## config.mk

```make
export PLATFORM = sky130hd
export DESIGN_NAME = rom_loader_flat
export DESIGN_NICKNAME = d
export VERILOG_FILES = /design/src/rtl/rom_loader_pkg.sv /design/src/rtl/rom_loader_if.sv /design/src/rtl/loader_timeout.sv /design/src/rtl/rom_loader.sv /design/src/flat_wrapper.sv
export SDC_FILE = /design/constraint.sdc
export NUM_CORES = 1
export LEC_CHECK = 0
export CAP_MARGIN = 20
export CORE_MARGIN = 1
export CORE_UTILIZATION = 40
export CTS_BUF_LIST = sky130_fd_sc_hd__clkbuf_8
export CTS_CLUSTER_DIAMETER = 50
export CTS_CLUSTER_SIZE = 25
export DETAILED_ROUTE_END_ITERATION = 16
export PLACE_DENSITY = 0.62
export SLEW_MARGIN = 30
export SYNTH_ARGS = -nofsm -noshare
export SYNTH_HDL_FRONTEND = slang
export SYNTH_SLANG_ARGS = --single-unit
```

## constraint.sdc

```tcl
create_clock -name clk -period 1.95 [get_ports clk]
set_input_delay 0.39 -clock clk [delete_from_list [all_inputs] [get_ports clk]]
set_output_delay 0.39 -clock clk [all_outputs]
set_load 0.005 [all_outputs]
```

## src/rtl/rom_loader_pkg.sv

```systemverilog
// rom_loader shared definitions: FSM states, frame constants.
// LOADER_CHECKSUM_EN (in rom_loader) enables the CSUM state.
package rom_loader_pkg;

  typedef enum logic [2:0] {
    S_IDLE,
    S_LEN0,
    S_LEN1,
    S_DATA,
    S_CSUM,
    S_FIN,
    S_DONE,
    S_ERR
  } state_e;

  localparam int unsigned BYTES_PER_WORD = 4;
  localparam logic [7:0]  CSUM_OK        = 8'h00;

  function automatic logic in_frame(state_e s);
    return s inside {S_LEN0, S_LEN1, S_DATA, S_CSUM};
  endfunction

endpackage

```

## src/rtl/rom_loader_if.sv

```systemverilog
// rom_loader byte-stream handshake and ROM write port.
// slave = loader side, master = stream source / ROM observer.
interface rom_loader_if #(
  parameter int unsigned ADDR_W = 12
) ();

  logic              rx_valid;
  logic [7:0]        rx_data;
  logic              rx_ready;
  logic              rom_we;
  logic [ADDR_W-1:0] rom_waddr;
  logic [31:0]       rom_wdata;

  modport slave (
    input  rx_valid,
    input  rx_data,
    output rx_ready,
    output rom_we,
    output rom_waddr,
    output rom_wdata
  );

  modport master (
    output rx_valid,
    output rx_data,
    input  rx_ready,
    input  rom_we,
    input  rom_waddr,
    input  rom_wdata
  );

endinterface

```

## src/rtl/loader_timeout.sv

```systemverilog
// loader_timeout: saturating count of cycles since the last clear.
// expired fires on the cycle the count would reach LIMIT.
module loader_timeout #(
  parameter int unsigned LIMIT = 100000
) (
  input  logic clk,
  input  logic rst,
  input  logic clr,
  input  logic en,
  output logic expired
);

  localparam int unsigned W = $clog2(LIMIT + 1);

  logic [W-1:0] cnt_q, cnt_d;

  // clr loads 1: the clearing cycle itself is the first one elapsed
  always_comb begin
    cnt_d = cnt_q;
    if (clr) begin
      cnt_d = W'(1);
    end else if (en && (cnt_q != W'(LIMIT))) begin
      cnt_d = cnt_q + 1'b1;
    end
  end

  always_ff @(posedge clk or negedge rst) begin
    if (!rst) begin
      cnt_q <= '0;
    end else begin
      cnt_q <= cnt_d;
    end
  end

  assign expired = en & ~clr & (cnt_q >= W'(LIMIT - 1));

endmodule

```

## src/rtl/rom_loader.sv

```systemverilog
// rom_loader: boot-time ROM writer; packs a framed byte stream into words.
// Define LOADER_CHECKSUM_EN to require a trailing 8-bit checksum byte.
module rom_loader
  import rom_loader_pkg::*;
#(
  parameter int unsigned ADDR_W      = 12,
  parameter int unsigned MAX_WORDS   = 4096,
  parameter int unsigned TIMEOUT_CYC = 100000
) (
  input  logic        clk,
  input  logic        rst,
  input  logic        start,
  rom_loader_if.slave bus,
  output logic        core_rst,
  output logic        done,
  output logic        err
);

  state_e state_q, state_d;

  logic              rx_ready;
  logic              acc;
  logic              launch;
  logic              tmo;
  logic [15:0]       len_n;
  logic              len_bad;
  logic              word_end;
  logic              last_word;
  logic [7:0]        len_lo_q;
  logic [ADDR_W-1:0] last_q;
  logic [ADDR_W-1:0] widx_q;
  logic [ADDR_W-1:0] waddr_q;
  logic [1:0]        lane_q;
  logic [23:0]       asm_q;
  logic              we_q;
  logic [31:0]       wdata_q;

`ifdef LOADER_CHECKSUM_EN
  logic [7:0] csum_q;
  logic [7:0] csum_sum;
  assign csum_sum = csum_q + bus.rx_data;
`endif

  assign acc       = bus.rx_valid & rx_ready;
  assign launch    = start &
                     (state_q inside {S_IDLE, S_DONE, S_ERR});
  assign len_n     = {bus.rx_data, len_lo_q};
  assign len_bad   = (len_n == 16'd0) ||
                     ({16'd0, len_n} > 32'(MAX_WORDS));
  assign word_end  = acc & (state_q == S_DATA) &
                     (lane_q == 2'(BYTES_PER_WORD - 1));
  assign last_word = word_end & (widx_q == last_q);

  loader_timeout #(
    .LIMIT(TIMEOUT_CYC)
  ) u_tmo (
    .clk     (clk),
    .rst     (rst),
    .clr     (acc | launch),
    .en      (rx_ready),
    .expired (tmo)
  );

  always_ff @(posedge clk or negedge rst) begin
    if (!rst) begin
      state_q <= S_IDLE;
    end else begin
      state_q <= state_d;
    end
  end

  always_comb begin
    state_d = state_q;
    unique case (state_q)
      S_IDLE, S_DONE, S_ERR: begin
        if (launch) state_d = S_LEN0;
      end
      S_LEN0: begin
        if (acc)      state_d = S_LEN1;
        else if (tmo) state_d = S_ERR;
      end
      S_LEN1: begin
        if (acc)      state_d = len_bad ? S_ERR : S_DATA;
        else if (tmo) state_d = S_ERR;
      end
      S_DATA: begin
`ifdef LOADER_CHECKSUM_EN
        if (last_word)     state_d = S_CSUM;
`else
        if (last_word)     state_d = S_FIN;
`endif
        else if (tmo)      state_d = S_ERR;
      end
`ifdef LOADER_CHECKSUM_EN
      S_CSUM: begin
        if (acc)
          state_d = (csum_sum == CSUM_OK) ? S_DONE : S_ERR;
        else if (tmo)
          state_d = S_ERR;
      end
`endif
      // last word is on the write port this cycle
      S_FIN:   state_d = S_DONE;
      default: state_d = S_IDLE;
    endcase
  end

  always_comb begin
    rx_ready = 1'b0;
    core_rst = 1'b0;
    done     = 1'b0;
    err      = 1'b0;
    unique case (1'b1)
      (state_q == S_DONE): begin
        core_rst = 1'b1;
        done     = 1'b1;
      end
      (state_q == S_ERR): err = 1'b1;
      in_frame(state_q):  rx_ready = 1'b1;
      default: ;
    endcase
  end

  always_ff @(posedge clk or negedge rst) begin
    if (!rst) begin
      len_lo_q <= '0;
      last_q   <= '0;
      widx_q   <= '0;
      lane_q   <= '0;
      asm_q    <= '0;
      we_q     <= 1'b0;
      waddr_q  <= '0;
      wdata_q  <= '0;
`ifdef LOADER_CHECKSUM_EN
      csum_q   <= '0;
`endif
    end else begin
      we_q <= word_end;
      if (acc && state_q == S_LEN0) begin
        len_lo_q <= bus.rx_data;
      end
      if (acc && state_q == S_LEN1) begin
        last_q <= ADDR_W'(len_n - 16'd1);
        widx_q <= '0;
        lane_q <= '0;
`ifdef LOADER_CHECKSUM_EN
        csum_q <= '0;
`endif
      end
      // byte 0 shifts down to [7:0] by the time byte 3 arrives
      if (acc && state_q == S_DATA) begin
        lane_q <= lane_q + 2'd1;
        asm_q  <= {bus.rx_data, asm_q[23:8]};
`ifdef LOADER_CHECKSUM_EN
        csum_q <= csum_sum;
`endif
      end
      if (word_end) begin
        waddr_q <= widx_q;
        wdata_q <= {bus.rx_data, asm_q};
        widx_q  <= widx_q + 1'b1;
      end
    end
  end

  assign bus.rx_ready  = rx_ready;
  assign bus.rom_we    = we_q;
  assign bus.rom_waddr = waddr_q;
  assign bus.rom_wdata = wdata_q;

endmodule

```

## src/flat_wrapper.sv

```systemverilog
// flat-port wrapper written by rule: the top's interface ports become plain ports
module rom_loader_flat import rom_loader_pkg::*;
#(
  parameter int unsigned ADDR_W      = 12,
  parameter int unsigned MAX_WORDS   = 4096,
  parameter int unsigned TIMEOUT_CYC = 100000
)
  (clk, rst, start, core_rst, done, err, bus_rx_valid, bus_rx_data, bus_rx_ready, bus_rom_we, bus_rom_waddr, bus_rom_wdata);
  rom_loader_if #(.ADDR_W(ADDR_W)) bus_i ();
  input  logic clk;
  input  logic rst;
  input  logic start;
  output logic core_rst;
  output logic done;
  output logic err;
  input wire logic [$bits(bus_i.rx_valid)-1:0] bus_rx_valid;
  input wire logic [$bits(bus_i.rx_data)-1:0] bus_rx_data;
  output wire logic [$bits(bus_i.rx_ready)-1:0] bus_rx_ready;
  output wire logic [$bits(bus_i.rom_we)-1:0] bus_rom_we;
  output wire logic [$bits(bus_i.rom_waddr)-1:0] bus_rom_waddr;
  output wire logic [$bits(bus_i.rom_wdata)-1:0] bus_rom_wdata;
  assign bus_i.rx_valid = bus_rx_valid;
  assign bus_i.rx_data = bus_rx_data;
  assign bus_rx_ready = bus_i.rx_ready;
  assign bus_rom_we = bus_i.rom_we;
  assign bus_rom_waddr = bus_i.rom_waddr;
  assign bus_rom_wdata = bus_i.rom_wdata;
  rom_loader #(.ADDR_W(ADDR_W), .MAX_WORDS(MAX_WORDS), .TIMEOUT_CYC(TIMEOUT_CYC)) u_core (.clk(clk), .rst(rst), .start(start), .bus(bus_i), .core_rst(core_rst), .done(done), .err(err));
endmodule
```

==> results.tsv <==
stage	metric	value	unit
routing	wire_per_inst	14.3	µm
grt	grt_max_degree	60	
routing	drt_iter0_markers	233	
grt	grt_pass1_vias	4500	
worst_setup_path	cp_slowest_cell	or4_4	
layout	finalNetCount	702	
clock_tree	cts_made_buffers	17	
synth	yosysWarnings	0	
worst_setup_path	crit_chain	or4_4 -> or4_4 -> o22ai_4 -> a211oi_2 -> a31oi_1	
floorplanning	die_w	120	µm
worst_setup_path	crit_required	2.30	ns
sta	fmax	0.477	GHz
sta	finClkSkew	0.0116	ns
worst_setup_path	rr_startpoint	u_core.u_tmo.cnt_q[12]	
worst_setup_path	worstPathMaxFanout	3	
synth	synth_area_leader_cell	dfrtp_1	
floorplanning	ios	61	
grt	grt_usage	0.190	
worst_setup_path	end_kind	flip-flop	
routing	drt-total-wl	12500	µm
place	place_hpwl	8560	µm
pwr	ir_worst_vdd	0.000615	V
worst_setup_path	startpoint_type	flip-flop	
floorplanning	core.rowCount	42	
worst_setup_path	crit_arrival	2.45	ns
routing	first_pass_iters	4	
grt	gr-total-overflow	0	
floorplanning	dieArea	14400	µm²
worst_setup_path	path_delay_family	simple AND/OR/NAND/NOR gates	
sta	slew_violations	0	
synth	synth_edf_count	0	
routing	drtAntennaViolNets	0	
sta	fin_ws	-0.148	ns
grt	grt_pass1_wl	21600	µm
worst_setup_path	cp_common_cell	or4_4	
layout	fin_cells	873	
clock_tree	htreeDepth	4	
pwr	p_per_area	1310	nW/µm²
clock_tree	path_clk_slew	0.08	ns
routing	via_count	4324	
sta	tightest_slew	0.369	ns
layout	final_util	0.543	
sta	period_minus_slack	2.10	ns
floorplanning	start_util	0.417	
place	pre_cts_ws	-0.340	ns
floorplanning	die_h	120	µm
synth	yosysUniqueCellTypes	48	
synth	avgSynthCellArea	9.91	µm²
grt	antenna_found_initial	0	
routing	drc_errors	0	
layout	antennaDiodeCount	0	
worst_setup_path	crit_buf_inv	0	
clock_tree	cts_root_buf	clkbuf_8	
sta	rsz0062_at_grt	yes	
worst_setup_path	regToRegEndpoint	u_core.state_q[0]	
clock_tree	tritoncts	built	
clock_tree	insertion_delay	0.44	ns
sta	slew-limit-headroom	0.750	
worst_setup_path	path_class	flip-flop to flip-flop	
synth	synth_seq_cells	123	
synth	ys_seq_area_frac	0.551	
synth	synth_top_area_frac	0.551	
place	dp.cells	827	
sta	setup_viol	8	
flow_run	maxCapViolCount	0	
synth	postSynthNetCount	581	
worst_setup_path	reg2reg_depth	5	
outcome	run_status	finished with violations	
synth	synth_area_leaders	dfrtp_1, nand2_1, mux2_1	
floorplanning	coreArea	13400	µm²
place	routabilityCongestion	0.806	
routing	vias_per_cell	4.95	
place	port_buffers	60	
layout	drive_gt1_frac	0.185	
clock_tree	clkSinkCount	123	
sta	fin_hold_ws	0.357	ns
sta	hold_viol	0	
pwr	total_power	9530	µW
layout	area.growth.synth_to_final	30.4	%
synth	async_flop_share	1.00	
pwr	p_leak	0.00342	µW
synth	syn_inst	563	
synth	synth.most_common_cell	nand2_1	
worst_hold_path	min_path_type	input port to asynchronous set/reset pin	
synth	synth_common_cells	nand2_1, dfrtp_1, nor2_1	
worst_setup_path	slowest_delay	0.58	ns
synth	syn-cell-area	5580	µm²
clock_tree	clockBufferDepth	2	
worst_setup_path	r2r_setup_slack	-0.15	ns
synth	synth_flop_cell	dfrtp_1	
sta	finalCritPeriodShare	1.08	
outcome	violations	negative setup slack	
cell type report:
class / count / area, µm²
clock buffers: 17 / 234
clock inverters: 15 / 150
fillers: 1215 / 6120
inverters: 9 / 33.8
multi-input cells: 405 / 2400
flip-flops and latches: 123 / 3080
well taps: 176 / 220
repair buffers: 128 / 1160
cells in the final DEF (no fill, tap or decap), types with 4 or more instances in the layout:
cell type | synthesis | layout
nand2_1 | 175 | 175
dfrtp_1 | 123 | 122
buf_4 | 1 | 60
clkdlybuf4s50_1 | 0 | 55
nor2_1 | 31 | 29
mux2_1 | 25 | 25
xnor2_1 | 24 | 24
o21ai_1 | 21 | 21
clkbuf_8 | 0 | 17
nand3_1 | 16 | 15
xor2_1 | 13 | 13
inv_6 | 0 | 8
mux2_2 | 7 | 7
nand4_1 | 7 | 7
inv_1 | 7 | 6
and3_1 | 7 | 6
nor3_1 | 7 | 6
a21oi_1 | 6 | 6
ha_1 | 6 | 6
o21ai_0 | 5 | 5
nor4_1 | 5 | 5
a31oi_1 | 5 | 5
mux2i_1 | 5 | 5
buf_6 | 0 | 4
buf_12 | 0 | 4
per-stage QoR:
| step | setup TNS (ns) | cell area (µm²) |
|---|---|---|
| global route | -1.48 | 7280 |
| finish | -0.908 | 7280 |
| detailed placement | -15.36 | 6760 |
| floorplan | -0.197 | 5580 |
| global placement | -10.21 | 6760 |
| CTS | -1.09 | 7250 |
power by group:
| group | internal (µW) | leakage, µW | switching (µW) |
|---|---|---|---|
| clock | 1050 | 0.000195 | 1150 |
| combinational | 1830 | 0.00164 | 1480 |
| sequential | 3380 | 0.00159 | 641 |
flip-flops by register name (all words and copies together), names as in the netlist:
register / flops
u_core.bus.rom_wdata: 32
u_core.asm_q: 24
u_core.u_tmo.cnt_q: 17
u_core.bus.rom_waddr: 12
u_core.last_q: 12
u_core.widx_q: 12
u_core.len_lo_q: 8
u_core.state_q: 3
u_core.lane_q: 2
u_core.bus.rom_we: 1
layer usage:
| layer | up-vias | GRT usage | part of all wire |
|---|---|---|---|
| li1 | 2131 | - | - |
| met1 | 2097 | 0.246 | 0.47 |
| met2 | 75 | 0.301 | 0.47 |
| met3 | 21 | 0.0494 | 0.039 |
| met4 | 0 | 0.0797 | 0.021 |
| met5 | - | 0 | 0 |
logic make-up after synthesis:
| group | after synthesis | synth area share |
|---|---|---|
| multiplexers | 37 | 0.0735 |
| AO/OA/AOI/OAI | 51 | 0.0619 |
| AND/OR/NAND/NOR | 274 | 0.217 |
| adder cells (fa/ha/maj) | 6 | 0.0134 |
| buffers and inverters | 35 | 0.0242 |
| flip-flops | 123 | 0.551 |
| XOR/XNOR | 37 | 0.0581 |
worst max path at each step:
| stage | start | to | slack (ns) | depth (start not counted) |
|---|---|---|---|---|
| finish | u_core.u_tmo.cnt_q[12] | u_core.state_q[0] | -0.15 | 5 |
| global route | u_core.u_tmo.cnt_q[12] | u_core.state_q[1] | -0.22 | 5 |
| CTS | u_core.u_tmo.cnt_q[12] | u_core.u_tmo.cnt_q[1] | -0.16 | 5 |
| detailed placement | bus_rx_valid | u_core.state_q[2] | -0.34 | 8 |
| global placement | bus_rx_valid | u_core.state_q[2] | -0.29 | 8 |
| floorplan | u_core.u_tmo.cnt_q[13] | u_core.u_tmo.cnt_q[1] | -0.08 | 5 |
worst register-to-register path, delay by kind of cell (launching register included):
| kind | cells | cell delay (ns) |
|---|---|---|
| and+or+nand+nor | 2 | 1.11 |
| AOI/OAI and AO/OA | 3 | 0.50 |
| DFF | 1 | 0.40 |
timing repair:
action / CTS / global route
setup buffers: 11 / 2
endpoints found under the hold margin: 14 / 0
pin swaps: 4 / 4
hold buffers: 1 / 0
setup endpoints to repair: 12 / 15
resized for setup: 15 / 10
Power figures use the tool's default switching activity.
